**src/rtl/fetch_pkg.sv**
```systemverilog
// Shared constants and state encoding for the instruction-fetch stage.
package fetch_pkg;
    localparam logic [31:0] NOP_INSTR        = 32'h0000_0013;
    localparam int          INSTR_BYTES      = 4;
    localparam logic [31:0] DEFAULT_RESET_PC = 32'h0000_0000;

    typedef enum logic [1:0] {FETCH, HOLD, KILL} state_t;
endpackage

```
**src/rtl/fetch_hold_buf.sv**
```systemverilog
// One-entry {instr, pc, full} parking buffer for a response that arrives while decode is stalled.
// Flush wins over load; drain empties the entry once it has been handed to F/D.
module fetch_hold_buf #(
    parameter int W = 32
) (
    input  logic         clk,
    input  logic         reset,
    input  logic         load,
    input  logic         drain,
    input  logic         flush,
    input  logic [W-1:0] load_instr,
    input  logic [W-1:0] load_pc,
    output logic         full,
    output logic [W-1:0] instr,
    output logic [W-1:0] pc
);
    always_ff @(posedge clk) begin
        if (reset) begin
            full  <= 1'b0;
            instr <= '0;
            pc    <= '0;
        end else if (flush || drain) begin
            full <= 1'b0;
        end else if (load) begin
            full  <= 1'b1;
            instr <= load_instr;
            pc    <= load_pc;
        end
    end
endmodule

```
**src/rtl/fetch_unit.sv**
```systemverilog
// Instruction fetch: PC, imem req/ack handshake, F/D register, stall hold and branch kill.
// Optional FETCH_PERF_CNT_EN adds perf_fetched / perf_bubbles counters.
module fetch_unit
    import fetch_pkg::*;
#(
    parameter int                      ADDRESS_SIZE = 32,
    parameter logic [ADDRESS_SIZE-1:0] RESET_PC     = ADDRESS_SIZE'(DEFAULT_RESET_PC)
) (
    input  logic                    clk,
    input  logic                    reset,
    input  logic                    F_stall,
    input  logic                    F_branch,
    input  logic [ADDRESS_SIZE-1:0] F_branch_target,
    output logic                    imem_req,
    output logic [ADDRESS_SIZE-1:0] imem_addr,
    input  logic                    imem_ack,
    input  logic [ADDRESS_SIZE-1:0] imem_data,
    output logic [ADDRESS_SIZE-1:0] F_instruction,
    output logic [ADDRESS_SIZE-1:0] F_pc,
    output logic                    F_valid
`ifdef FETCH_PERF_CNT_EN
    ,
    output logic [31:0]             perf_fetched,
    output logic [31:0]             perf_bubbles
`endif
);
    localparam logic [ADDRESS_SIZE-1:0] NOP  = ADDRESS_SIZE'(NOP_INSTR);
    localparam logic [ADDRESS_SIZE-1:0] STEP = ADDRESS_SIZE'(INSTR_BYTES);

    state_t                  state;
    logic [ADDRESS_SIZE-1:0] pc_q;
    logic [ADDRESS_SIZE-1:0] kill_addr_q;
    logic [ADDRESS_SIZE-1:0] target;
    logic [ADDRESS_SIZE-1:0] buf_instr;
    logic [ADDRESS_SIZE-1:0] buf_pc;
    logic                    buf_full;
    logic                    take_branch;
    logic                    buf_load;
    logic                    buf_drain;
    logic                    buf_flush;

    assign target      = F_branch_target & ~ADDRESS_SIZE'(3);
    assign take_branch = F_branch & ~F_stall;
    assign imem_req    = ~reset & (state != HOLD);
    // KILL keeps presenting the abandoned address until memory completes it.
    assign imem_addr   = (state == KILL) ? kill_addr_q : pc_q;
    assign buf_load    = (state == FETCH) & imem_ack & F_stall;
    assign buf_drain   = (state == HOLD) & ~F_stall & ~take_branch;
    assign buf_flush   = (state == HOLD) & take_branch;

    fetch_hold_buf #(.W(ADDRESS_SIZE)) u_hold_buf (
        .clk        (clk),
        .reset      (reset),
        .load       (buf_load),
        .drain      (buf_drain),
        .flush      (buf_flush),
        .load_instr (imem_data),
        .load_pc    (pc_q),
        .full       (buf_full),
        .instr      (buf_instr),
        .pc         (buf_pc)
    );

    always_ff @(posedge clk) begin
        if (reset) begin
            state         <= FETCH;
            pc_q          <= RESET_PC;
            kill_addr_q   <= '0;
            F_valid       <= 1'b0;
            F_instruction <= NOP;
            F_pc          <= '0;
        end else if (take_branch) begin
            pc_q          <= target;
            F_valid       <= 1'b0;
            F_instruction <= NOP;
            case (state)
                FETCH: if (!imem_ack) begin
                    state       <= KILL;
                    kill_addr_q <= pc_q;
                end
                HOLD:    state <= FETCH;
                KILL:    if (imem_ack) state <= FETCH;
                default: state <= FETCH;
            endcase
        end else begin
            case (state)
                FETCH: begin
                    if (imem_ack && !F_stall) begin
                        F_valid       <= 1'b1;
                        F_instruction <= imem_data;
                        F_pc          <= pc_q;
                        pc_q          <= pc_q + STEP;
                    end else if (imem_ack) begin
                        state <= HOLD;
                    end else if (!F_stall) begin
                        F_valid       <= 1'b0;
                        F_instruction <= NOP;
                    end
                end
                HOLD: if (!F_stall) begin
                    F_valid       <= buf_full;
                    F_instruction <= buf_instr;
                    F_pc          <= buf_pc;
                    pc_q          <= pc_q + STEP;
                    state         <= FETCH;
                end
                KILL: begin
                    if (imem_ack) state <= FETCH;
                    if (!F_stall) begin
                        F_valid       <= 1'b0;
                        F_instruction <= NOP;
                    end
                end
                default: state <= FETCH;
            endcase
        end
    end

`ifdef FETCH_PERF_CNT_EN
    logic load_valid;
    logic load_bubble;

    // Every unstalled cycle loads F/D with either a real instruction or a bubble.
    assign load_valid  = ~F_stall & ~take_branch &
                         (((state == FETCH) & imem_ack) | ((state == HOLD) & buf_full));
    assign load_bubble = ~F_stall & ~load_valid;

    always_ff @(posedge clk) begin
        if (reset) begin
            perf_fetched <= '0;
            perf_bubbles <= '0;
        end else begin
            if (load_valid)  perf_fetched <= perf_fetched + 32'd1;
            if (load_bubble) perf_bubbles <= perf_bubbles + 32'd1;
        end
    end
`endif
endmodule

```
**config.mk**
```make
export PLATFORM = sky130hd
export DESIGN_NAME = fetch_unit
export DESIGN_NICKNAME = d
export VERILOG_FILES = /design/src/rtl/fetch_pkg.sv /design/src/rtl/fetch_hold_buf.sv /design/src/rtl/fetch_unit.sv
export SDC_FILE = /design/constraint.sdc
export NUM_CORES = 1
export LEC_CHECK = 0
export ABC_CLOCK_PERIOD_IN_PS = 3100
export BUFFER_PORTS_ARGS = -buffer_cell sky130_fd_sc_hd__buf_2
export CAP_MARGIN = 20
export CORE_MARGIN = 5
export CORE_UTILIZATION = 45
export DETAILED_ROUTE_END_ITERATION = 6
export PLACE_DENSITY_LB_ADDON = 0.1
export SYNTH_ARGS = -nofsm -noshare
export SYNTH_HDL_FRONTEND = slang
export SYNTH_SLANG_ARGS = --single-unit
```
**constraint.sdc**
```tcl
create_clock -name clk -period 3.1 [get_ports clk]
set_input_delay 0.31 -clock clk [delete_from_list [all_inputs] [get_ports clk]]
set_output_delay 0.31 -clock clk [all_outputs]
set_load 0.01 [all_outputs]
```
* Word level (Yosys, flattened, before mapping)
Index checks and enable logic that the tools add are counted.
Word-level totals: register bits after elaboration 196, output and inout bits 98, word-level logic and storage cells 76
Operators by class: add/sub/neg operators 1, eq/ne operators 11, mux-type cells 26, bitwise operators 12, reduce and logical (&&, ||, !) cells 16
Operators with widths (number):
- $mux W32 | 10
- $pmux W32 S2 | 2
- $pmux W32 S3 | 1
- $add A32 B3 Y32 const B | 1
- $mux W2 | 6
- $ne A3 B3 Y1 const B | 4
- $reduce_and A3 Y1 | 4
- $reduce_and A4 Y1 | 2
- $and A1 B1 Y1 | 7
- $ne A3 B2 Y1 const B | 2
- $pmux W2 S3 | 1
- $reduce_bool A3 Y1 | 2
- $not A1 Y1 | 5
- $mux W1 | 4
- $ne A2 B1 Y1 const B | 2
- $pmux W2 S2 | 1
- $reduce_or A2 Y1 | 2
- $pmux W1 S3 | 1
- $eq A2 B1 Y1 const B | 1
- $eq A2 B2 Y1 const B | 1
- $logic_not A2 Y1 | 1
- $ne A2 B2 Y1 const B | 1
- $reduce_and A2 Y1 | 1
- $reduce_bool A2 Y1 | 1
- 3 further kinds | 3

* Depth between registers and ports, before layout
word-level depth 7, depth in mapped cells 10, depth with buffers taken out 7

* By module
Synthesis repeated with hierarchy kept, for this count alone.
Second synthesis, totals: cell total of the unflattened synthesis 1088, area, all modules 9426.5 um2
Modules (own cells, without submodules):
- fetch_unit | times used 1, cells an instance 807, area each 6475.0 um2
- fetch_hold_buf | times used 1, cells an instance 281, area each 2951.6 um2

* Worst setup path after synthesis
No wires, ideal clock.
path type register -> register, start point reg state[0], end point reg pc_q[11], setup time 0.076 ns, arrival 1.806 ns, data required time 3.024 ns, path slack 1.218 ns, cell stages (with the launch flop) 9, path buffers 2, period minus slack after synthesis 1.882 ns, cells stage by stage dfxtp_1 > inv_1 > ha_1 > buf_6 > mux2i_4 > or2_1 > or3_1 > buf_2 > o22ai_1
On the way: cells in the longest elaborated chain, start to end 3, elaborated cells on any way between the ends 8, those cells by class eq/ne: 3; mux: 2; reduce/logical: 3
RTL lines:
- start: declaration | line fetch_unit.sv:30 | state_t state;
- start signal: assignment | line fetch_unit.sv:66 | state <= FETCH;
- start signal: assignment | line fetch_unit.sv:78 | state <= KILL;
- start signal: assignment | line fetch_unit.sv:81 | HOLD: state <= FETCH;
- $eq A2 B1 Y1 or $logic_not A2 Y1 (tied branches) | line fetch_unit.sv:86 | case (state)
- $ne A3 B3 Y1 (no line) (tied with other cells)
- $reduce_and A3 Y1 (no line) or $mux W32 (tied branches)
- end signal: assignment | line fetch_unit.sv:73 | pc_q <= target;
- end signal: assignment | line fetch_unit.sv:92 | pc_q <= pc_q + STEP;
- end signal: assignment | line fetch_unit.sv:104 | pc_q <= pc_q + STEP;
- end: declaration | line fetch_unit.sv:31 | logic [ADDRESS_SIZE-1:0] pc_q;
Several ways; a longest one is shown, not always the timed one. A chain may end at the register's enable or synchronous reset.

* Final worst setup path
start point reg state[0], end point reg pc_q[19]
The elaborated chain is that of the path after synthesis.

==> impl_metrics.json <==
{
  "outcome": "finished, final reports clean",
  "yosys.cell_count.top_type": "nand2_1",
  "clk_pin_slew_ps": 70,
  "grt_antenna_before_repair": 1,
  "worst-setup-path-type": "reg -> reg",
  "ios": 167,
  "met2_usage_pct": 33.78,
  "cp.arrival_ps": 2690,
  "core_mm2": 0.01864,
  "syn_inst": 1013,
  "crit_required_ps": 3440,
  "dp_hpwl_um": 14890,
  "cts_buffer_depth": 2,
  "fmax_mhz": 425.3,
  "peakVddDrop_uv": 412.0,
  "htree_levels": 4,
  "vias": 7182,
  "power_density_mw_per_mm2": 581.3,
  "placed_cells": 1328,
  "grt_max_degree": 59,
  "grt_first_pass_wirelength_um": 36840,
  "die_h_um": 147.2,
  "rows": 50,
  "critPathMaxFanout": 10,
  "end_kind": "flop",
  "portBuffers": 160,
  "setup_viol": 0,
  "stdcell_area_mm2": 0.009807,
  "fp.dieW_um": 147.2,
  "cts_buffers": 17,
  "p_leak_nw": 3.808,
  "grt-ovfl-total": 0,
  "crit_buf_inv": 1,
  "fin_crit_ps": 2351,
  "busiest_layer": "met2",
  "finalWorstSetupSlack_ps": 749.0,
  "cts_setup_buffers": 0,
  "tns_ps": 0,
  "use_met1_pct": 27.87,
  "synth_top_area_share_pct": 44.44,
  "period_share_pct": 75.84,
  "yosysTopAreaCell": "dfxtp_1",
  "avgSynthCellArea_um2": 8.361,
  "hold_viol": 0,
  "drtIter0Drc": 440,
  "clock_latency_ps": 430,
  "dp_worst_setup_slack_ps": 736.4,
  "yosys_warnings": 0,
  "start_util_pct": 45.43,
  "synthFlopType": "dfxtp_1",
  "r2r_slack_ps": 750,
  "wl_per_cell_um": 16.55,
  "synth_common_cells": "nand2_1, dfxtp_1, a21oi_1",
  "cts_tree": "done",
  "final_layout_size_suffix_gt1_share_pct": 23.27,
  "gp_congestion": 0.7783,
  "async_reset_ff_share_pct": 0,
  "cts_sinks": 188,
  "cp_slowest_cell": "nor3b_4",
  "syn_area_mm2": 0.008469,
  "grt_pass1_vias": 6837,
  "grtUsageMet3_pct": 4.473,
  "synthTopCellsByArea": "dfxtp_1, nand2_1, a21oi_1, nor2_1, a211oi_1",
  "hp-class": "in -> reg",
  "drtPass1Iterations": 5,
  "cpPeakStageDelay_ps": 540,
  "post_cts_resized": 0,
  "maxCapViolCount": 0,
  "final_nets": 1187,
  "path_delay_family": "simple AND/OR/NAND/NOR gates",
  "place_area_mm2": 0.009194,
  "antenna_left": 0,
  "ys_ff_latch": 188,
  "final.setup_skew_ps": 9.136,
  "slew_headroom_pct": 31.47,
  "crit_path_start_kind": "flop",
  "synth_edf_count": 0,
  "area_delta_synth_final_pct": 15.79,
  "critical_path.cell_chain": "inv_1 -> ha_1 -> mux2i_4 -> nor3b_4 -> nand4_1 -> xor2_1 -> a211oi_1",
  "ys_seq_area_share_pct": 44.44,
  "clockRootBuffer": "clkbuf_16",
  "hold-worst-slack_ps": 126.8,
  "grtUsageTotal_pct": 20.75,
  "report.final.slew_viol_count": 0,
  "drc_errors": 0,
  "routed_wl_um": 22520,
  "hold_buffers": 0,
  "rsz0062_at_grt": "false",
  "routed_via_density": 5.277,
  "layout.cells.non_filler": 1361,
  "ys_types": 56,
  "worst_pin_slew_ps": 1024,
  "die-area_mm2": 0.02166
}
-- worst register-to-register path: cells and delay by family, from the launching register on --
family	cells	cell delay, ps
AOI/OAI and AO/OA	1	240
buffers and inverters	1	90
DFF	1	400
xor gates and xnor gates	1	180
muxes	1	280
and+or+nand+nor	2	720
adders and majority gates	1	350
-- cell type report --
cell class,count,area [µm²]
antenna,1,2.502
inverter,5,18.77
clock inverter,14,171.4
sequential,188,3764
fill,1863,8836
tap,234,292.8
timing repair buffer,182,980.9
multi-input combinational,719,4138
clock buffer,18,439.2
-- flip-flops by register name, summed over array words and instances (netlist names), named ones only --
name	flops
F_instruction	32
u_hold_buf.instr	32
pc_q	30
kill_addr_q	30
F_pc	30
u_hold_buf.full	1
u_hold_buf.pc	30
state	2
-- cell families (layout without fill, tap and decap cells) --
family | Yosys count | after routing | synth area share, %
AND/OR/NAND/NOR | 380 | 380 | 19.66
AO/OA/AOI/OAI | 242 | 242 | 17.46
flip-flops | 188 | 188 | 44.44
buffers and inverters | 109 | 219 | 7.091
multiplexers | 60 | 60 | 7.667
XOR/XNOR | 28 | 28 | 2.895
adder cells (fa/ha/maj) | 5 | 5 | 0.7387
other | 1 | 5 | 0.04428
-- metal layers --
layer  vias up  part of all wire (%)
li1       3656                     -
met2       131                    47
met1      3380                    47
met5         -                     0
met4         0                   1.2
met3        15                   4.7
-- through the flow --
| step | power [mW] | utilization (%) |
|---|---|---|
| after floorplan | 3.226 | - |
| after global placement | 3.484 | 49.32 |
| after detailed placement | 3.489 | 49.32 |
| after CTS | 5.744 | 52.59 |
| after global routing | 5.946 | 52.60 |
| final | 5.701 | 52.60 |
-- report_power, final --
part / switching (mW) / internal, mW / leakage [nW]
Combinational: 0.491 / 0.303 / 1.98
Clock: 1.03 / 1.25 / 0.299
Sequential: 0.102 / 2.53 / 1.53
-- layout by cell type, fill, tap and decap left out, drive strengths merged, types with 6 or more instances in the layout --
master  synthesis  final
nand2         196    196
dfxtp         188    188
buf            27    182
a21oi         129    129
nor2          124    124
a211oi         49     49
a22oi          38     38
mux2i          31     31
mux2           29     29
xor2           22     22
clkbuf         76     18
nand4          16     16
inv             5     14
nand3          11     11
o22ai           9      9
o21ai           8      8
xnor2           6      6
and3            6      6
nand2b          6      6
-- path summary, 6_finish.rpt --
check	from	depth (start not counted)	end
max reg2reg	state[0]$_SDFFE_PP0P_	7	pc_q[19]$_SDFFE_PP0P_
min reg2reg	kill_addr_q[20]$_SDFFE_PP0P_	2	kill_addr_q[20]$_SDFFE_PP0P_
max	state[0]$_SDFFE_PP0P_	7	pc_q[19]$_SDFFE_PP0P_
min	imem_data[4]	3	u_hold_buf.instr[4]$_SDFFE_PP0P_
(Power assumes the default switching activity.)
